## config.mk

```make
export PLATFORM = sky130hd
export DESIGN_NAME = hci_core_serializer_flat
export DESIGN_NICKNAME = d
export VERILOG_FILES = /design/src/rtl/hci_package.sv /design/src/rtl/hci_core_intf.sv /design/src/rtl/hci_core_serializer.sv /design/src/flat_wrapper.sv
export SDC_FILE = /design/constraint.sdc
export NUM_CORES = 1
export LEC_CHECK = 0
export CAP_MARGIN = 30
export CORE_ASPECT_RATIO = 0.8
export CORE_MARGIN = 2
export CORE_UTILIZATION = 30
export DETAILED_ROUTE_END_ITERATION = 7
export PLACE_DENSITY = 0.59
export SETUP_SLACK_MARGIN = 0.5
export SYNTH_ARGS = -nofsm -noshare
export SYNTH_HDL_FRONTEND = slang
export SYNTH_SLANG_ARGS = --single-unit
```

## constraint.sdc

```tcl
create_clock -name clk_i -period 5.4 [get_ports clk_i]
set_input_delay 1.35 -clock clk_i [delete_from_list [all_inputs] [get_ports clk_i]]
set_output_delay 1.35 -clock clk_i [all_outputs]
set_load 0.01 [all_outputs]
```

## src/rtl/hci_package.sv

```systemverilog
// Shared HCI core defaults and types used by the interface and the width-adapting stages.
package hci_package;

    localparam int unsigned DEFAULT_DW = 32;
    localparam int unsigned DEFAULT_AW = 32;
    localparam int unsigned DEFAULT_BW = 8;
    localparam int unsigned DEFAULT_UW = 1;

    typedef enum logic {
        IDLE,
        ISSUE
    } hci_serializer_state_e;

endpackage

```

## src/rtl/hci_core_intf.sv

```systemverilog
// HCI core request/response bundle; a zero user width is carried as one unused bit.
interface hci_core_intf #(
    parameter int unsigned DW = hci_package::DEFAULT_DW,
    parameter int unsigned AW = hci_package::DEFAULT_AW,
    parameter int unsigned BW = hci_package::DEFAULT_BW,
    parameter int unsigned UW = hci_package::DEFAULT_UW
);
    localparam int unsigned UWE = (UW > 0) ? UW : 1;

    logic             req;
    logic             gnt;
    logic [AW-1:0]    add;
    logic             wen;
    logic [DW-1:0]    data;
    logic [DW/BW-1:0] be;
    logic [DW/BW-1:0] boffs;
    logic [UWE-1:0]   user;
    logic             lrdy;
    logic [DW-1:0]    r_data;
    logic             r_valid;
    logic [UWE-1:0]   r_user;

    modport master (
        output req, add, wen, data, be, boffs, user, lrdy,
        input  gnt, r_data, r_valid, r_user
    );

    modport slave (
        input  req, add, wen, data, be, boffs, user, lrdy,
        output gnt, r_data, r_valid, r_user
    );

endinterface

```

## src/rtl/hci_core_serializer.sv

```systemverilog
// Splits one wide HCI core request into N narrow beats and gathers the N narrow
// responses back into one wide response, with a bounded number of wide transactions in flight.
module hci_core_serializer
    import hci_package::*;
#(
    parameter int unsigned DW_IN           = 128,
    parameter int unsigned DW_OUT          = hci_package::DEFAULT_DW,
    parameter int unsigned BW              = hci_package::DEFAULT_BW,
    parameter int unsigned AW              = hci_package::DEFAULT_AW,
    parameter int unsigned UW              = hci_package::DEFAULT_UW,
    parameter int unsigned MAX_OUTSTANDING = 2
) (
    input  logic         clk_i,
    input  logic         rst_ni,
    input  logic         clear_i,
    output logic         busy_o,
    hci_core_intf.slave  tcdm_slave,
    hci_core_intf.master tcdm_master
);

    localparam int unsigned N          = DW_IN / DW_OUT;
    localparam int unsigned BEAT_BYTES = DW_OUT / 8;
    localparam int unsigned BE_IN      = DW_IN / BW;
    localparam int unsigned BE_OUT     = DW_OUT / BW;
    localparam int unsigned UWE        = (UW > 0) ? UW : 1;
    localparam int unsigned CW         = (N > 1) ? $clog2(N) : 1;
    localparam int unsigned OW         = $clog2(MAX_OUTSTANDING + 1);

    if (N == 1) begin : gen_passthrough
        assign tcdm_master.req    = tcdm_slave.req;
        assign tcdm_master.add    = tcdm_slave.add;
        assign tcdm_master.wen    = tcdm_slave.wen;
        assign tcdm_master.data   = tcdm_slave.data;
        assign tcdm_master.be     = tcdm_slave.be;
        assign tcdm_master.boffs  = tcdm_slave.boffs;
        assign tcdm_master.user   = tcdm_slave.user;
        assign tcdm_master.lrdy   = tcdm_slave.lrdy;
        assign tcdm_slave.gnt     = tcdm_master.gnt;
        assign tcdm_slave.r_data  = tcdm_master.r_data;
        assign tcdm_slave.r_valid = tcdm_master.r_valid;
        assign tcdm_slave.r_user  = tcdm_master.r_user;
        assign busy_o             = tcdm_slave.req;
    end else begin : gen_serial
        hci_serializer_state_e     state_q, state_d;
        logic [CW-1:0]             beat_q, beat_d;
        logic [CW-1:0]             rsp_cnt_q;
        logic [OW-1:0]             out_cnt_q;
        logic [AW-1:0]             req_add_q;
        logic [DW_IN-1:0]          req_data_q;
        logic [BE_IN-1:0]          req_be_q;
        logic                      req_wen_q;
        logic [UWE-1:0]            req_user_q;
        logic [(N-1)*DW_OUT-1:0]   collect_q;
        logic [DW_IN-1:0]          out_data_q;
        logic [UWE-1:0]            out_user_q;
        logic                      out_valid_q;
        logic                      slave_gnt, capture, master_lrdy;
        logic                      rsp_accept, rsp_last, out_inc, out_dec;
        logic                      unused_boffs;

        always_comb begin
            state_d   = state_q;
            beat_d    = beat_q;
            slave_gnt = 1'b0;
            capture   = 1'b0;
            case (state_q)
                IDLE: begin
                    slave_gnt = tcdm_slave.req & (out_cnt_q < OW'(MAX_OUTSTANDING));
                    if (slave_gnt) begin
                        capture = 1'b1;
                        beat_d  = '0;
                        state_d = ISSUE;
                    end
                end
                ISSUE: begin
                    if (tcdm_master.gnt) begin
                        if (beat_q == CW'(N - 1)) begin
                            beat_d  = '0;
                            state_d = IDLE;
                        end else begin
                            beat_d = beat_q + 1'b1;
                        end
                    end
                end
                default: state_d = IDLE;
            endcase
        end

        always_ff @(posedge clk_i or negedge rst_ni) begin
            if (!rst_ni) begin
                state_q    <= IDLE;
                beat_q     <= '0;
                req_add_q  <= '0;
                req_data_q <= '0;
                req_be_q   <= '0;
                req_wen_q  <= 1'b0;
                req_user_q <= '0;
            end else if (clear_i) begin
                state_q    <= IDLE;
                beat_q     <= '0;
                req_add_q  <= '0;
                req_data_q <= '0;
                req_be_q   <= '0;
                req_wen_q  <= 1'b0;
                req_user_q <= '0;
            end else begin
                state_q <= state_d;
                beat_q  <= beat_d;
                if (capture) begin
                    req_add_q  <= tcdm_slave.add;
                    req_data_q <= tcdm_slave.data;
                    req_be_q   <= tcdm_slave.be;
                    req_wen_q  <= tcdm_slave.wen;
                    req_user_q <= tcdm_slave.user;
                end
            end
        end

        // The last beat goes straight into out_data_q, so collect_q only holds beats 0..N-2.
        always_ff @(posedge clk_i or negedge rst_ni) begin
            if (!rst_ni) begin
                rsp_cnt_q   <= '0;
                collect_q   <= '0;
                out_data_q  <= '0;
                out_user_q  <= '0;
                out_valid_q <= 1'b0;
            end else if (clear_i) begin
                rsp_cnt_q   <= '0;
                collect_q   <= '0;
                out_data_q  <= '0;
                out_user_q  <= '0;
                out_valid_q <= 1'b0;
            end else begin
                if (rsp_accept) begin
                    if (rsp_last) begin
                        rsp_cnt_q  <= '0;
                        out_data_q <= {tcdm_master.r_data, collect_q};
                        out_user_q <= tcdm_master.r_user;
                    end else begin
                        rsp_cnt_q <= rsp_cnt_q + 1'b1;
                        collect_q[32'(rsp_cnt_q)*DW_OUT +: DW_OUT] <= tcdm_master.r_data;
                    end
                end
                if (rsp_last) begin
                    out_valid_q <= 1'b1;
                end else if (tcdm_slave.lrdy) begin
                    out_valid_q <= 1'b0;
                end
            end
        end

        always_ff @(posedge clk_i or negedge rst_ni) begin
            if (!rst_ni) begin
                out_cnt_q <= '0;
            end else if (clear_i) begin
                out_cnt_q <= '0;
            end else if (out_inc && !out_dec) begin
                out_cnt_q <= out_cnt_q + 1'b1;
            end else if (out_dec && !out_inc) begin
                out_cnt_q <= out_cnt_q - 1'b1;
            end
        end

        assign master_lrdy = ~out_valid_q | tcdm_slave.lrdy;
        assign rsp_accept  = tcdm_master.r_valid & master_lrdy;
        assign rsp_last    = rsp_accept & (rsp_cnt_q == CW'(N - 1));
        assign out_inc     = slave_gnt;
        assign out_dec     = out_valid_q & tcdm_slave.lrdy;

        assign tcdm_slave.gnt     = slave_gnt;
        assign tcdm_slave.r_valid = out_valid_q;
        assign tcdm_slave.r_data  = out_data_q;
        assign tcdm_slave.r_user  = out_user_q;

        assign tcdm_master.req   = (state_q == ISSUE);
        assign tcdm_master.add   = req_add_q + AW'(32'(beat_q) * BEAT_BYTES);
        assign tcdm_master.wen   = req_wen_q;
        assign tcdm_master.data  = req_data_q[32'(beat_q)*DW_OUT +: DW_OUT];
        assign tcdm_master.be    = req_be_q[32'(beat_q)*BE_OUT +: BE_OUT];
        assign tcdm_master.boffs = '0;
        assign tcdm_master.user  = req_user_q;
        assign tcdm_master.lrdy  = master_lrdy;

        assign busy_o       = (state_q != IDLE) | (out_cnt_q != '0);
        assign unused_boffs = ^tcdm_slave.boffs;

`ifndef SYNTHESIS
        always @(posedge clk_i) begin
            if (rst_ni && !clear_i) begin
                assert (!(tcdm_master.r_valid && (out_cnt_q == '0)))
                    else $error("hci_core_serializer: downstream response with nothing outstanding");
            end
        end
`endif
    end

endmodule

```

## src/flat_wrapper.sv

```systemverilog
// flat-port wrapper written by rule: the top's interface ports become plain ports
module hci_core_serializer_flat import hci_package::*;
#(
    parameter int unsigned DW_IN           = 128,
    parameter int unsigned DW_OUT          = hci_package::DEFAULT_DW,
    parameter int unsigned BW              = hci_package::DEFAULT_BW,
    parameter int unsigned AW              = hci_package::DEFAULT_AW,
    parameter int unsigned UW              = hci_package::DEFAULT_UW,
    parameter int unsigned MAX_OUTSTANDING = 2
)
  (clk_i, rst_ni, clear_i, busy_o, tcdm_slave_req, tcdm_slave_add, tcdm_slave_wen, tcdm_slave_data, tcdm_slave_be, tcdm_slave_boffs, tcdm_slave_user, tcdm_slave_lrdy, tcdm_slave_gnt, tcdm_slave_r_data, tcdm_slave_r_valid, tcdm_slave_r_user, tcdm_master_req, tcdm_master_add, tcdm_master_wen, tcdm_master_data, tcdm_master_be, tcdm_master_boffs, tcdm_master_user, tcdm_master_lrdy, tcdm_master_gnt, tcdm_master_r_data, tcdm_master_r_valid, tcdm_master_r_user);
  hci_core_intf #(.DW(128), .AW(AW), .BW(BW), .UW(UW)) tcdm_slave_i ();
  hci_core_intf #(.DW(32), .AW(AW), .BW(BW), .UW(UW)) tcdm_master_i ();
  input  logic clk_i;
  input  logic rst_ni;
  input  logic clear_i;
  output logic busy_o;
  input wire logic [$bits(tcdm_slave_i.req)-1:0] tcdm_slave_req;
  input wire logic [$bits(tcdm_slave_i.add)-1:0] tcdm_slave_add;
  input wire logic [$bits(tcdm_slave_i.wen)-1:0] tcdm_slave_wen;
  input wire logic [$bits(tcdm_slave_i.data)-1:0] tcdm_slave_data;
  input wire logic [$bits(tcdm_slave_i.be)-1:0] tcdm_slave_be;
  input wire logic [$bits(tcdm_slave_i.boffs)-1:0] tcdm_slave_boffs;
  input wire logic [$bits(tcdm_slave_i.user)-1:0] tcdm_slave_user;
  input wire logic [$bits(tcdm_slave_i.lrdy)-1:0] tcdm_slave_lrdy;
  output wire logic [$bits(tcdm_slave_i.gnt)-1:0] tcdm_slave_gnt;
  output wire logic [$bits(tcdm_slave_i.r_data)-1:0] tcdm_slave_r_data;
  output wire logic [$bits(tcdm_slave_i.r_valid)-1:0] tcdm_slave_r_valid;
  output wire logic [$bits(tcdm_slave_i.r_user)-1:0] tcdm_slave_r_user;
  output wire logic [$bits(tcdm_master_i.req)-1:0] tcdm_master_req;
  output wire logic [$bits(tcdm_master_i.add)-1:0] tcdm_master_add;
  output wire logic [$bits(tcdm_master_i.wen)-1:0] tcdm_master_wen;
  output wire logic [$bits(tcdm_master_i.data)-1:0] tcdm_master_data;
  output wire logic [$bits(tcdm_master_i.be)-1:0] tcdm_master_be;
  output wire logic [$bits(tcdm_master_i.boffs)-1:0] tcdm_master_boffs;
  output wire logic [$bits(tcdm_master_i.user)-1:0] tcdm_master_user;
  output wire logic [$bits(tcdm_master_i.lrdy)-1:0] tcdm_master_lrdy;
  input wire logic [$bits(tcdm_master_i.gnt)-1:0] tcdm_master_gnt;
  input wire logic [$bits(tcdm_master_i.r_data)-1:0] tcdm_master_r_data;
  input wire logic [$bits(tcdm_master_i.r_valid)-1:0] tcdm_master_r_valid;
  input wire logic [$bits(tcdm_master_i.r_user)-1:0] tcdm_master_r_user;
  assign tcdm_slave_i.req = tcdm_slave_req;
  assign tcdm_slave_i.add = tcdm_slave_add;
  assign tcdm_slave_i.wen = tcdm_slave_wen;
  assign tcdm_slave_i.data = tcdm_slave_data;
  assign tcdm_slave_i.be = tcdm_slave_be;
  assign tcdm_slave_i.boffs = tcdm_slave_boffs;
  assign tcdm_slave_i.user = tcdm_slave_user;
  assign tcdm_slave_i.lrdy = tcdm_slave_lrdy;
  assign tcdm_slave_gnt = tcdm_slave_i.gnt;
  assign tcdm_slave_r_data = tcdm_slave_i.r_data;
  assign tcdm_slave_r_valid = tcdm_slave_i.r_valid;
  assign tcdm_slave_r_user = tcdm_slave_i.r_user;
  assign tcdm_master_req = tcdm_master_i.req;
  assign tcdm_master_add = tcdm_master_i.add;
  assign tcdm_master_wen = tcdm_master_i.wen;
  assign tcdm_master_data = tcdm_master_i.data;
  assign tcdm_master_be = tcdm_master_i.be;
  assign tcdm_master_boffs = tcdm_master_i.boffs;
  assign tcdm_master_user = tcdm_master_i.user;
  assign tcdm_master_lrdy = tcdm_master_i.lrdy;
  assign tcdm_master_i.gnt = tcdm_master_gnt;
  assign tcdm_master_i.r_data = tcdm_master_r_data;
  assign tcdm_master_i.r_valid = tcdm_master_r_valid;
  assign tcdm_master_i.r_user = tcdm_master_r_user;
  hci_core_serializer #(.DW_IN(DW_IN), .DW_OUT(DW_OUT), .BW(BW), .AW(AW), .UW(UW), .MAX_OUTSTANDING(MAX_OUTSTANDING)) u_core (.clk_i(clk_i), .rst_ni(rst_ni), .clear_i(clear_i), .busy_o(busy_o), .tcdm_slave(tcdm_slave_i), .tcdm_master(tcdm_master_i));
endmodule
```

Yosys cells after proc, flatten, opt, wreduce, memory -nomap -nowiden
Cells that the tools add are included.
- flip-flop bits (word level): 411
- output and inout bits: 208
- logic and storage cells: 91
- bits of input ports: 234
- multiplexer cells: 41
- eq/ne operators: 5
- order comparisons: 1
- reductions and logical operators: 13
- shift operators: 4
- bitwise logic cells: 8
- add/sub/neg operators: 6
- operators by type and width (operator ; number):
    2-to-1 mux 128 bit ; 5
    2-to-1 mux 96 bit ; 3
    indexed part select 128 x 8 -> 32 bit ; 1
    bitwise mux 96 bit ; 1
    variable shift 32 x 34 -> 96 bit (first input constant) ; 1
    indexed part select 32 x 34 -> 96 bit ; 1
    2-to-1 mux 32 bit ; 2
    negation 7 -> 34 bit ; 1
    adder 32 x 4 -> 32 bit ; 1
    2-to-1 mux 16 bit ; 2
    2-to-1 mux 2 bit ; 10
    2-to-1 mux 1 bit ; 16
    indexed part select 16 x 5 -> 4 bit ; 1
    nonzero test 2 bit ; 4
    adder 2 x 1 -> 2 bit (second input constant) ; 3
    AND reduction 2 bit ; 3
    nonzero test 3 bit ; 2
    AND 1 bit ; 4
    == test 2 bit (second input constant) ; 2
    case mux 2 bit (2 select lines) ; 1
    != test 3 x 2 -> 1 bit (second input constant) ; 1
    != test 3 bit (second input constant) ; 1
    logical AND 1 bit ; 2
    logical NOT 1 bit ; 2
    6 further kinds ; 8

Longest topological paths before layout
Gate-level depths: netlist of run 1.
- depth after elaboration: 8
- mapped depth: 8
- gate-level depth less buffers: 6

Worst setup path after synthesis of run 1
Ideal clock, no wire load.
- path kind: input port to output port
- from: input port tcdm_slave_req
- to: output port tcdm_slave_gnt
- stages on the path: 4
- data required time: 4.050 ns
- path buffers: 1
- arrival time: 2.045 ns
- setup slack: 2.005 ns
- cell sequence: nor2b_1 > nand2b_1 > inv_2 > clkbuf_1
- word-level cells in the longest chain between the ends: 2
- RTL lines (what ; RTL line ; RTL):
    start, declared ; flat_wrapper.sv:18 ; input wire logic [$bits(tcdm_slave_i.req)-1:0] tcdm_slave_req;
    AND 1 bit ; hci_core_serializer.sv:68 ; slave_gnt = tcdm_slave.req & (out_cnt_q < OW'(MAX_OUTSTANDING));
    2-to-1 mux 1 bit ; hci_core_serializer.sv:66 ; case (state_q)
    end, declared ; flat_wrapper.sv:26 ; output wire logic [$bits(tcdm_slave_i.gnt)-1:0] tcdm_slave_gnt;
Every way passes these cells.

Worst setup path after layout of run 1
- from: register u_core.gen_serial.beat_q[1]
- to: output port tcdm_master_add[24]
- word-level cells in the longest chain between the ends: 1
- RTL lines (what ; RTL line ; RTL):
    start, declared ; hci_core_serializer.sv:45 ; logic [CW-1:0] beat_q, beat_d;
    start signal, assigned ; hci_core_serializer.sv:108 ; beat_q <= beat_d;
    adder 32 x 4 -> 32 bit ; hci_core_serializer.sv:176 ; assign tcdm_master.add = req_add_q + AW'(32'(beat_q) * BEAT_BYTES);
    end, declared ; flat_wrapper.sv:31 ; output wire logic [$bits(tcdm_master_i.add)-1:0] tcdm_master_add;
Every way passes these cells.

==> metrics.csv, run 1 <==
metric,value,unit
io_pins,442,
primary_flip_flop_cell_chosen_by_synthesis_mapping,dfrtp_1,
critical_path.max_fanout,39,
iteration_0_drc_markers,970,
tritoncts,yes,
fp.dieW,272.0,um
worst_slew_pin_slew,0.9979,ns
buffers_inverters_on_critical_path,2,
report.final.setup_viol,0,
areaGrowthSynthToFinish,36.50,%
met2_usage,26.68,%
vias_in_the_first_global_route,13530,
period_needed,4.623,ns
synth.ff_latch_count,411,
grt_util_met3,3.055,%
die_h,218.4,um
run_status,completed,
worst-endpoint-required,4.05,ns
switching_power_summed_over_all_nets,1.882,mW
dp_worst_setup_slack,0.9502,ns
maxSlewViolCount,0,
antenna_violating_nets_post_route,0,
synthDistinctLibCells,42,
min_period_over_period,85.61,%
final_design_area_no_fill,0.02353,mm^2
die_area,0.05940,mm^2
synth.top_cell.area_share,59.67,%
critical_path.endpoint_type,output port,
most-common-layout-cells,"498 x nand2_1, 419 x clkdlybuf4s50_1, 409 x dfrtp_1",
placement_rows,78,
synth-edff-count,0,
place.gp.congestion,0.8008,
clk_pin_slew_worst_paths,0.06,ns
drc_errors,0,
maxSlewHeadroom,33.47,%
finish.utilization,41.49,%
insertedDiodeCount,0,
via_count,13500,
yosysWarnings,0,
critical_path.cell_chain,"buf_6, fa_1, and4_1, nor2b_1, nand4_1, xnor2_1, clkdlybuf4s50_1",
p_per_area,312.7,mW/mm^2
power.leakage,10.00,nW
floorplan.core_area,0.05670,mm^2
grtUsageMet1,25.04,%
syn_area_per_cell,10.77,um^2
intPower,5.474,mW
grt.overflow.total,0,
cts-buffers-inserted,45,
timing.critical_path.slowest_cell_delay,0.57,ns
start_util,30.40,%
hpwlAfterDp,34760,um
min_path_type,flop to flop,
netSwitchingFraction,25.58,%
grt.busiest_layer,met2,
dominant_cell_type_by_area_after_synthesis,dfrtp_1,
critical_path.top_delay_family,buffers and inverters,
finalSetupTns,0,ns
comb_power_share,11.9,%
route.detailed.wl_per_inst,19.15,um
number_of_antenna_violations_at_the_first_check_in_global_routing,1,
ir_drop,0.1997,mV
report.power.total,7.356,mW
synth_area_leaders,"dfrtp_1 60%, nand2_1 11%, a22o_1 8.2%",
synthesis.instances,1600,
cts.root.buffer_cell,clkbuf_16,
maximum_number_of_pins_on_one_net_before_global_route_repair,149,
pwr-share-seq,44.7,%
cts.sink_count,411,
slowest_stage,clkdlybuf4s50_1,
drtPass1Iterations,5,
grt_pass1_wl,82020,um
cp_data_arrival_time,3.27,ns
final_worst_slack,0.7771,ns
fin_nets,2202,
via_per_inst,4.906,
timing.max_cap.violations,0,
async_reset_ff_share,100.0,%
fmax,0.2163,GHz
clock_tree.buffer_depth,3,
groute.usage.overall,17.45,%
layout-drive-gt1-share,7.430,%
cts_max_level,2,
final_common_cell,nand2_1,
clkLatencyLatePin,0.58,ns
worstSetupStartpointType,flop,
rsz0062_at_grt,no,
final-hold-violation-count,0,
detailed_place.area,0.02199,mm^2
quantity_of_i_o_buffers_inserted_on_ports,421,
finalClockSkew,0.02374,ns
setup.worst_path.class,flop to output port,
pwr-share-clk,43.5,%
post_synth_instance_area,0.01724,mm^2
drt_total_wl,52710,um
synth_sequential_area_ratio,59.67,%
[worst paths after layout]
path	end	depth (start not counted)	slack, ns	from
max in group asynchronous	u_core.gen_serial.beat_q[0]	2	3.42	rst_ni
min reg2reg	u_core.gen_serial.collect_q[39]	2	0.48	u_core.gen_serial.collect_q[39]
min in group asynchronous	u_core.gen_serial.req_data_q[55]	1	0.88	rst_ni
max reg2reg	u_core.gen_serial.req_data_q[123]	7	2.71	u_core.tcdm_master.req
min	u_core.gen_serial.collect_q[39]	2	0.48	u_core.gen_serial.collect_q[39]
max	tcdm_master_add[24]	7	0.78	u_core.gen_serial.beat_q[1]
[power by group through the flow]
stage                     logic [mW]  registers (mW)  clock network [mW]
after CTS                      0.887            3.28                3.30
after floorplan                0.427            3.32                   0
after global placement         0.867            3.33                   0
after global routing           0.963            3.30                3.45
after detailed placement       0.884            3.34                   0
final                          0.873            3.28                3.20
[through the flow]
stage	cells	hold slack (ns)
after floorplan	1603	0.4507
after global placement	2671	0.4640
after detailed placement	2672	0.4714
after CTS	2752	0.4849
after global routing	2752	0.5011
final	2752	0.4787
[Yosys cell counts (2+ instances only)]
library cell	count
buf_6	6
ha_1	8
mux4_2	36
o21ai_0	37
nor3_1	5
and3_1	4
nand2b_1	4
nor2b_1	2
inv_1	3
buf_4	34
xnor2_1	23
xor2_1	8
nand3_1	17
nor2_1	9
a41oi_4	2
nand4_1	7
a31oi_1	2
a21oi_1	184
a22o_1	161
dfrtp_1	411
buf_2	44
and4_1	3
clkbuf_1	32
nand2_1	498
clkbuf_4	2
o21ai_1	28
buf_1	15
[worst reg2reg max path, delay by kind of cell (launching register included)]
kind	cells	cell delay, ns
and+or+nand+nor	3	0.39
buffers and inverters	3	1.62
AOI/OAI and AO/OA	1	0.15
DFF	1	0.44
[final cells by class]
class                           count  area, um^2
Fill cell                        5422       33180
Sequential cell                   411       10290
Multi-Input combinational cell   1055        6262
Timing Repair Buffer              442        4477
Clock buffer                       62        1290
Tap cell                          760       950.9
Clock inverter                     18       241.5
Inverter                            4       17.52
[metal layers]
metal | wire length [um] | share of wire (%) | up-vias
met4 | 1585 | 3.0 | 2
li1 | - | - | 6230
met1 | 24210 | 46 | 6820
met3 | 2477 | 4.7 | 101
met5 | 10 | 0.019 | -
met2 | 24430 | 46 | 347
[state kept, by name, summed over array words and instances (netlist names)]
name	count
u_core.gen_serial.req_data_q	128
u_core.gen_serial.rsp_cnt_q	2
u_core.tcdm_master.wen	1
u_core.tcdm_slave.r_data	128
u_core.gen_serial.collect_q	96
u_core.gen_serial.req_add_q	32
u_core.gen_serial.req_be_q	16
u_core.tcdm_slave.r_user	1
u_core.gen_serial.beat_q	2
u_core.tcdm_master.user	1
u_core.tcdm_slave.r_valid	1
u_core.tcdm_master.req	1
u_core.gen_serial.out_cnt_q	2
[timing repair]
action                                  CTS  global route
hold buffers                              0             0
endpoints found under the setup margin    0             7
gates resized for setup                   0             1
buffers inserted                          0             0
[cells by family (layout without fill, tap and decap cells)]
group,after synthesis,after routing,share of synthesized area [%]
compound gates,416,416,15.91
fa+ha+maj,9,9,0.6969
xor+xnor,31,31,1.575
flops,411,411,59.67
mux,36,36,4.704
other cells,1,4,0.02176
buf+inv,137,526,4.348
simple gates,559,559,13.07
No activity file was read; power rests on OpenSTA's default activity.
==> run 2, diff against run 1 <==
- CAP_MARGIN: 30 -> 20
==> run 2 against run 1 <==
Global-route usage decreased by 0.19 points. Die area stayed put. Via count shrank 0.56%. Clock-buffer cell count increased by 2. Worst setup slack improved by 0.056 ns. Register-to-register slack gained 0.12 ns. Clock skew is 0.0065 ns lower. Cell area about the same. Combinational power is essentially flat. Core utilization is essentially flat. Largest power group unchanged.
==> metrics.csv, run 2 (same netlist as run 1, synthesis figures left out) <==
metric,value,unit,change
run_status,completed,,unchanged
final-hold-violation-count,0,,unchanged
period_needed,4.567,ns,was 4.623 ns
fmax,0.2189,GHz,was 0.2163 GHz
drt_total_wl,52520,um,was 52710 um
drc_errors,0,,unchanged
worst_hold_startpoint,u_core.gen_serial.collect_q[39],,unchanged
clock_tree.buffer_depth,3,,unchanged
clkLatencyLatePin,0.58,ns,about the same
rsz0062_at_grt,no,,unchanged
areaGrowthSynthToFinish,36.57,%,was 36.50%
cts.sink_count,411,,unchanged
slowest_stage,clkdlybuf4s50_1,,unchanged
p_per_area,312.7,mW/mm^2,about the same
dp.cells,2671,,was 2672
maxSlewHeadroom,33.04,%,was 33.47%
most-common-layout-cells,"498 x nand2_1, 419 x clkdlybuf4s50_1, 409 x dfrtp_1",,unchanged
tritoncts,yes,,unchanged
timing.critical_path.slowest_cell_delay,0.57,ns,about the same
via_per_inst,4.876,,was 4.906
min_period_over_period,84.58,%,was 85.61%
ctsHoldBuffers,0,,unchanged
quantity_of_i_o_buffers_inserted_on_ports,421,,unchanged
placement_rows,78,,unchanged
die_area,0.05940,mm^2,unchanged
critical_path.top_delay_family,buffers and inverters,,unchanged
grt_pass1_wl,81500,um,was 82020 um
critPathLaunch,u_core.gen_serial.beat_q[1],,unchanged
start_util,30.40,%,unchanged
power.leakage,10.01,nW,was 10.00 nW
fin_nets,2202,,unchanged
final-instance-count-excl-fill,2753,,was 2752
area_of_combinational_cells_with_multiple_inputs,0.006262,mm^2,unchanged
timing.max_cap.violations,0,,unchanged
number_of_antenna_violations_at_the_first_check_in_global_routing,1,,unchanged
io_pins,442,,unchanged
postCtsSetupRepairBufs,0,,unchanged
clk_pin_slew_worst_paths,0.06,ns,about the same
crit-reg2reg-launch,u_core.gen_serial.rsp_cnt_q[0],,was u_core.tcdm_master.req
finalSetupTns,0,ns,unchanged
floorplan.core_area,0.05670,mm^2,unchanged
antenna_violating_nets_post_route,0,,unchanged
critical_path.cell_chain,"buf_6, fa_1, and4_1, nor2b_1, nand3_1, xnor2_1, clkdlybuf4s50_1",,"was buf_6, fa_1, and4_1, nor2b_1, nand4_1, xnor2_1, clkdlybuf4s50_1"
cts-buffers-inserted,45,,unchanged
critical_path.max_fanout,39,,unchanged
cts.repair.resized,0,,unchanged
min_path_type,flop to flop,,unchanged
via_count,13430,,was 13500
buffers_inverters_on_critical_path,2,,unchanged
grt.overflow.total,0,,unchanged
fin_worst_hold_slack,0.4773,ns,was 0.4787 ns
drtPass1Iterations,4,,was 5
hpwlAfterDp,34410,um,was 34760 um
layout.area.seq,0.01029,mm^2,unchanged
finalClockSkew,0.01723,ns,was 0.02374 ns
cts.root.buffer_cell,clkbuf_16,,unchanged
insertedDiodeCount,0,,unchanged
worstSetupStartpointType,flop,,unchanged
cp_data_arrival_time,3.22,ns,was 3.27 ns
die_h,218.4,um,unchanged
groute.usage.overall,17.26,%,was 17.45%
vias_in_the_first_global_route,13450,,was 13530
report.power.total,7.361,mW,was 7.356 mW
maximum_number_of_pins_on_one_net_before_global_route_repair,149,,unchanged
iteration_0_drc_markers,982,,was 970
worst-endpoint-required,4.05,ns,about the same
worst_r2r_setup_slack,2.83,ns,was 2.71 ns
finish.utilization,41.51,%,was 41.49%
report.final.setup_viol,0,,unchanged
place.gp.congestion,0.8008,,unchanged
layout-drive-gt1-share,7.426,%,was 7.430%
worst_slew_pin_slew,1.004,ns,was 0.9979 ns
setup.worst_path.class,flop to output port,,unchanged
cts_max_level,2,,unchanged
critical_path.endpoint_type,output port,,unchanged
fill_cells,5439,,was 5422
maxSlewViolCount,0,,unchanged
route.detailed.wl_per_inst,19.08,um,was 19.15 um
fp.dieW,272.0,um,unchanged
final_common_cell,nand2_1,,unchanged
ir_drop,0.2416,mV,was 0.1997 mV
[run 2: worst paths after layout]
path                                               endpoint  cells past startpoint
min in group asynchronous  u_core.gen_serial.req_data_q[55]                      1
hold / removal              u_core.gen_serial.collect_q[39]                      2
max in group asynchronous       u_core.gen_serial.beat_q[1]                      2
setup reg to reg            u_core.gen_serial.collect_q[83]                      7
hold reg to reg             u_core.gen_serial.collect_q[39]                      2
setup / recovery                        tcdm_master_add[30]                      7
[run 2: metal layers]
| layer | wire, um | up-vias | track usage [%] |
|---|---|---|---|
| met1 | 23920 | 6767 | 24.56 |
| met3 | 2623 | 86 | 3.011 |
| met2 | 24620 | 340 | 26.89 |
| met4 | 1341 | 2 | 5.256 |
| li1 | - | 6230 | - |
| met5 | 19 | - | 0 |
[run 2: final cells by class]
class	count	share of cell area [%]
clock buffer	64	5.555
clock inverter	17	1.005
inverter	4	0.07442
multi-input combinational	1055	26.60
sequential	411	43.70
tap	760	4.040
timing repair buffer	442	19.02
[run 2: power breakdown]
group / total, mW / switching [mW] / internal, mW
clock network: 3.21 / 1.31 / 1.89
registers: 3.29 / 0.0828 / 3.20
logic: 0.871 / 0.477 / 0.394
total: 7.36 / 1.87 / 5.49
[run 2: worst min-delay path: cells and delay by family, from the launching register on]
family          cells  cell delay, ns
flops               1            0.34
compound gates      1            0.06
simple gates        1            0.04
[run 2: per-stage QoR]
step	area, um^2	worst slack, ns
final	23540	0.8326
after global routing	23540	0.6078
after CTS	23510	0.5505
after detailed placement	21960	0.9509
after global placement	21960	0.9703
after floorplan	17250	2.005
==> run 3, diff against run 2 <==
- PLACE_DENSITY: 0.59 -> 0.61
- clock period: 5.4 -> 4 ns (I/O delays scaled with it)
==> run 3 against run 2 <==
Die area unchanged. First-iteration DRC count down 10%. Non-clock buffer count up 15. Worst setup slack worse by 0.37 ns. Core utilization up 0.44 points. Global-route usage about the same. Via count up 0.88%. Sequential cell count unchanged. Cell area up 1.1%. Routed wire length down 0.41%. Critical path type unchanged. Largest power group unchanged.
==> metrics.csv, run 3 (same netlist as run 1, synthesis figures left out) <==
metric,value,unit,change
run_status,completed,,unchanged
r2r-end,u_core.gen_serial.req_data_q[51],,was u_core.gen_serial.collect_q[83]
p_per_area,414.5,mW/mm^2,was 312.7 mW/mm^2
via_count,13540,,was 13430
antenna_violating_nets_post_route,0,,unchanged
worst_r2r_setup_slack,1.71,ns,was 2.83 ns
final-hold-violation-count,0,,unchanged
rr_worst_depth,6,,was 7
detailed_place.area,0.02207,mm^2,was 0.02196 mm^2
die_h,218.4,um,unchanged
min_path_type,primary input to asynchronous set/reset pin,,was flop to flop
clk_pin_slew_worst_paths,0.06,ns,about the same
min_period_over_period,88.54,%,
maximum_number_of_pins_on_one_net_before_global_route_repair,179,,was 149
maxSlewHeadroom,37.62,%,was 33.04%
route.detailed.wl_per_inst,18.86,um,was 19.08 um
report.power.total,9.859,mW,was 7.361 mW
comb_power_share,11.9,%,was 11.8%
drtPass1Iterations,5,,was 4
areaGrowthSynthToFinish,38.02,%,was 36.57%
final_design_area_no_fill,0.02379,mm^2,was 0.02354 mm^2
vias_in_the_first_global_route,13740,,was 13450
worst-endpoint-required,3.00,ns,was 4.05 ns
pwr-share-seq,45.0,%,was 44.6%
dp.cells,2681,,was 2671
critical_path.max_fanout,38,,was 39
groute.usage.overall,17.23,%,was 17.26%
critical_path.endpoint_type,output port,,unchanged
cts.root.buffer_cell,clkbuf_16,,unchanged
cts_max_level,2,,unchanged
finish.utilization,41.95,%,was 41.51%
crit-reg2reg-launch,u_core.tcdm_master.req,,was u_core.gen_serial.rsp_cnt_q[0]
io_pins,442,,unchanged
grt_pass1_wl,81060,um,was 81500 um
worst_slew_pin_slew,0.9357,ns,was 1.004 ns
die_area,0.05940,mm^2,unchanged
rsz0062_at_grt,yes,,was no
final-instance-count-excl-fill,2773,,was 2753
netSwitchingFraction,25.82,%,was 25.41%
final_common_cell,nand2_1,,unchanged
worstSetupStartpointType,flop,,unchanged
tritoncts,yes,,unchanged
setup.worst_path.class,flop to output port,,unchanged
cts-buffers-inserted,45,,unchanged
floorplan.core_area,0.05670,mm^2,unchanged
quantity_of_i_o_buffers_inserted_on_ports,421,,unchanged
drc_errors,0,,unchanged
finalSetupTns,0,ns,unchanged
timing.max_cap.violations,0,,unchanged
layout-drive-gt1-share,9.254,%,was 7.426%
start_util,30.40,%,unchanged
switching_power_summed_over_all_nets,2.545,mW,was 1.870 mW
power.leakage,10.34,nW,was 10.01 nW
iteration_0_drc_markers,880,,was 982
report.final.setup_viol,0,,unchanged
drt_total_wl,52310,um,was 52520 um
ir_drop,0.3025,mV,was 0.2416 mV
placement_rows,78,,unchanged
ctsHoldBuffers,0,,unchanged
fp.dieW,272.0,um,unchanged
period_needed,3.542,ns,
crit_path_end,tcdm_master_data[0],,was tcdm_master_add[30]
critPathLaunch,u_core.gen_serial.beat_q[1],,unchanged
clkLatencyLatePin,0.59,ns,was 0.58 ns
via_per_inst,4.884,,was 4.876
number_of_antenna_violations_at_the_first_check_in_global_routing,3,,was 1
cp_data_arrival_time,2.54,ns,was 3.22 ns
clock_tree.buffer_depth,3,,unchanged
fin_nets,2217,,was 2202
hpwlAfterDp,34330,um,was 34410 um
fmax,0.2824,GHz,
most-common-layout-cells,"498 x nand2_1, 408 x dfrtp_1, 394 x clkdlybuf4s50_1",,"was 498 x nand2_1, 419 x clkdlybuf4s50_1, 409 x dfrtp_1"
maxSlewViolCount,0,,unchanged
grt.overflow.total,0,,unchanged
pwr-share-clk,43.1,%,was 43.5%
cts.sink_count,411,,unchanged
finalClockSkew,0.02412,ns,was 0.01723 ns
intPower,7.314,mW,was 5.491 mW
place.gp.congestion,0.8213,,was 0.8008
run 3: cell count changes in the layout (fill, tap and decap cells not counted), sizes merged, moves of 3 or more:
cell | before | now
clkbuf | 64 | 67
clkdlybuf4s15 | 0 | 5
buf | 23 | 41
clkdlybuf4s50 | 419 | 394
dlymetal6s2s | 0 | 11
diode | 0 | 3
dlygate4sd2 | 0 | 5
run 3: worst min path at each step:
stage | from | endpoint | slack (ns) | cells after the start
after floorplan | u_core.gen_serial.collect_q[32] | u_core.gen_serial.collect_q[32] | 0.45 | 2
after global placement | u_core.gen_serial.collect_q[55] | u_core.gen_serial.collect_q[55] | 0.46 | 2
after detailed placement | u_core.gen_serial.collect_q[35] | u_core.gen_serial.collect_q[35] | 0.47 | 2
after CTS | rst_ni | u_core.gen_serial.req_data_q[95] | 0.34 | 1
after global routing | rst_ni | u_core.gen_serial.req_data_q[29] | 0.37 | 1
final | rst_ni | u_core.gen_serial.req_data_q[95] | 0.36 | 1
run 3: what timing repair did:
item                                    in CTS  in global routing
resized for setup                           47                 27
setup buffers                                2                  4
endpoints found under the setup margin      64                 58
pin swaps                                    1                  6
run 3: final cells by class:
type                       count  area, um^2
clock buffer                  66        1325
timing repair buffer         457        4627
tap                          760       950.9
fill                        5368       32910
clock inverter                17       209.0
multi-input combinational   1055        6362
antenna                        3       7.507
sequential                   411       10290
inverter                       4       17.52
run 3: power groups by stage:
stage	Clock [mW]	Combinational [mW]	Sequential (mW)
floorplan	0	0.577	4.48
global placement	0	1.18	4.50
detailed placement	0	1.19	4.51
CTS	4.39	1.20	4.43
global route	4.56	1.30	4.45
finish	4.24	1.18	4.44
run 3: through the flow:
step           setup slack (ns)  hold slack, ns
6_report                 0.4584          0.3616
3_5_place_dp             0.4214          0.4708
2_1_floorplan             1.291          0.4507
4_1_cts                  0.3577          0.3363
3_3_place_gp             0.4455          0.4642
5_1_grt                  0.3555          0.3694
run 3: metal layers:
metal	vias to the layer above	share of wire, %	track usage [%]
li1	6266	-	-
met1	6868	44	23.71
met2	325	48	27.59
met3	82	4.7	3.000
met4	2	2.7	5.769
met5	-	0.025	0
run 3: critical path, cell delays in order, from the launching register on:
cell	delay, ns
dfrtp_2	0.39
buf_4	0.56
mux4_2	0.42
clkdlybuf4s50_1	0.58
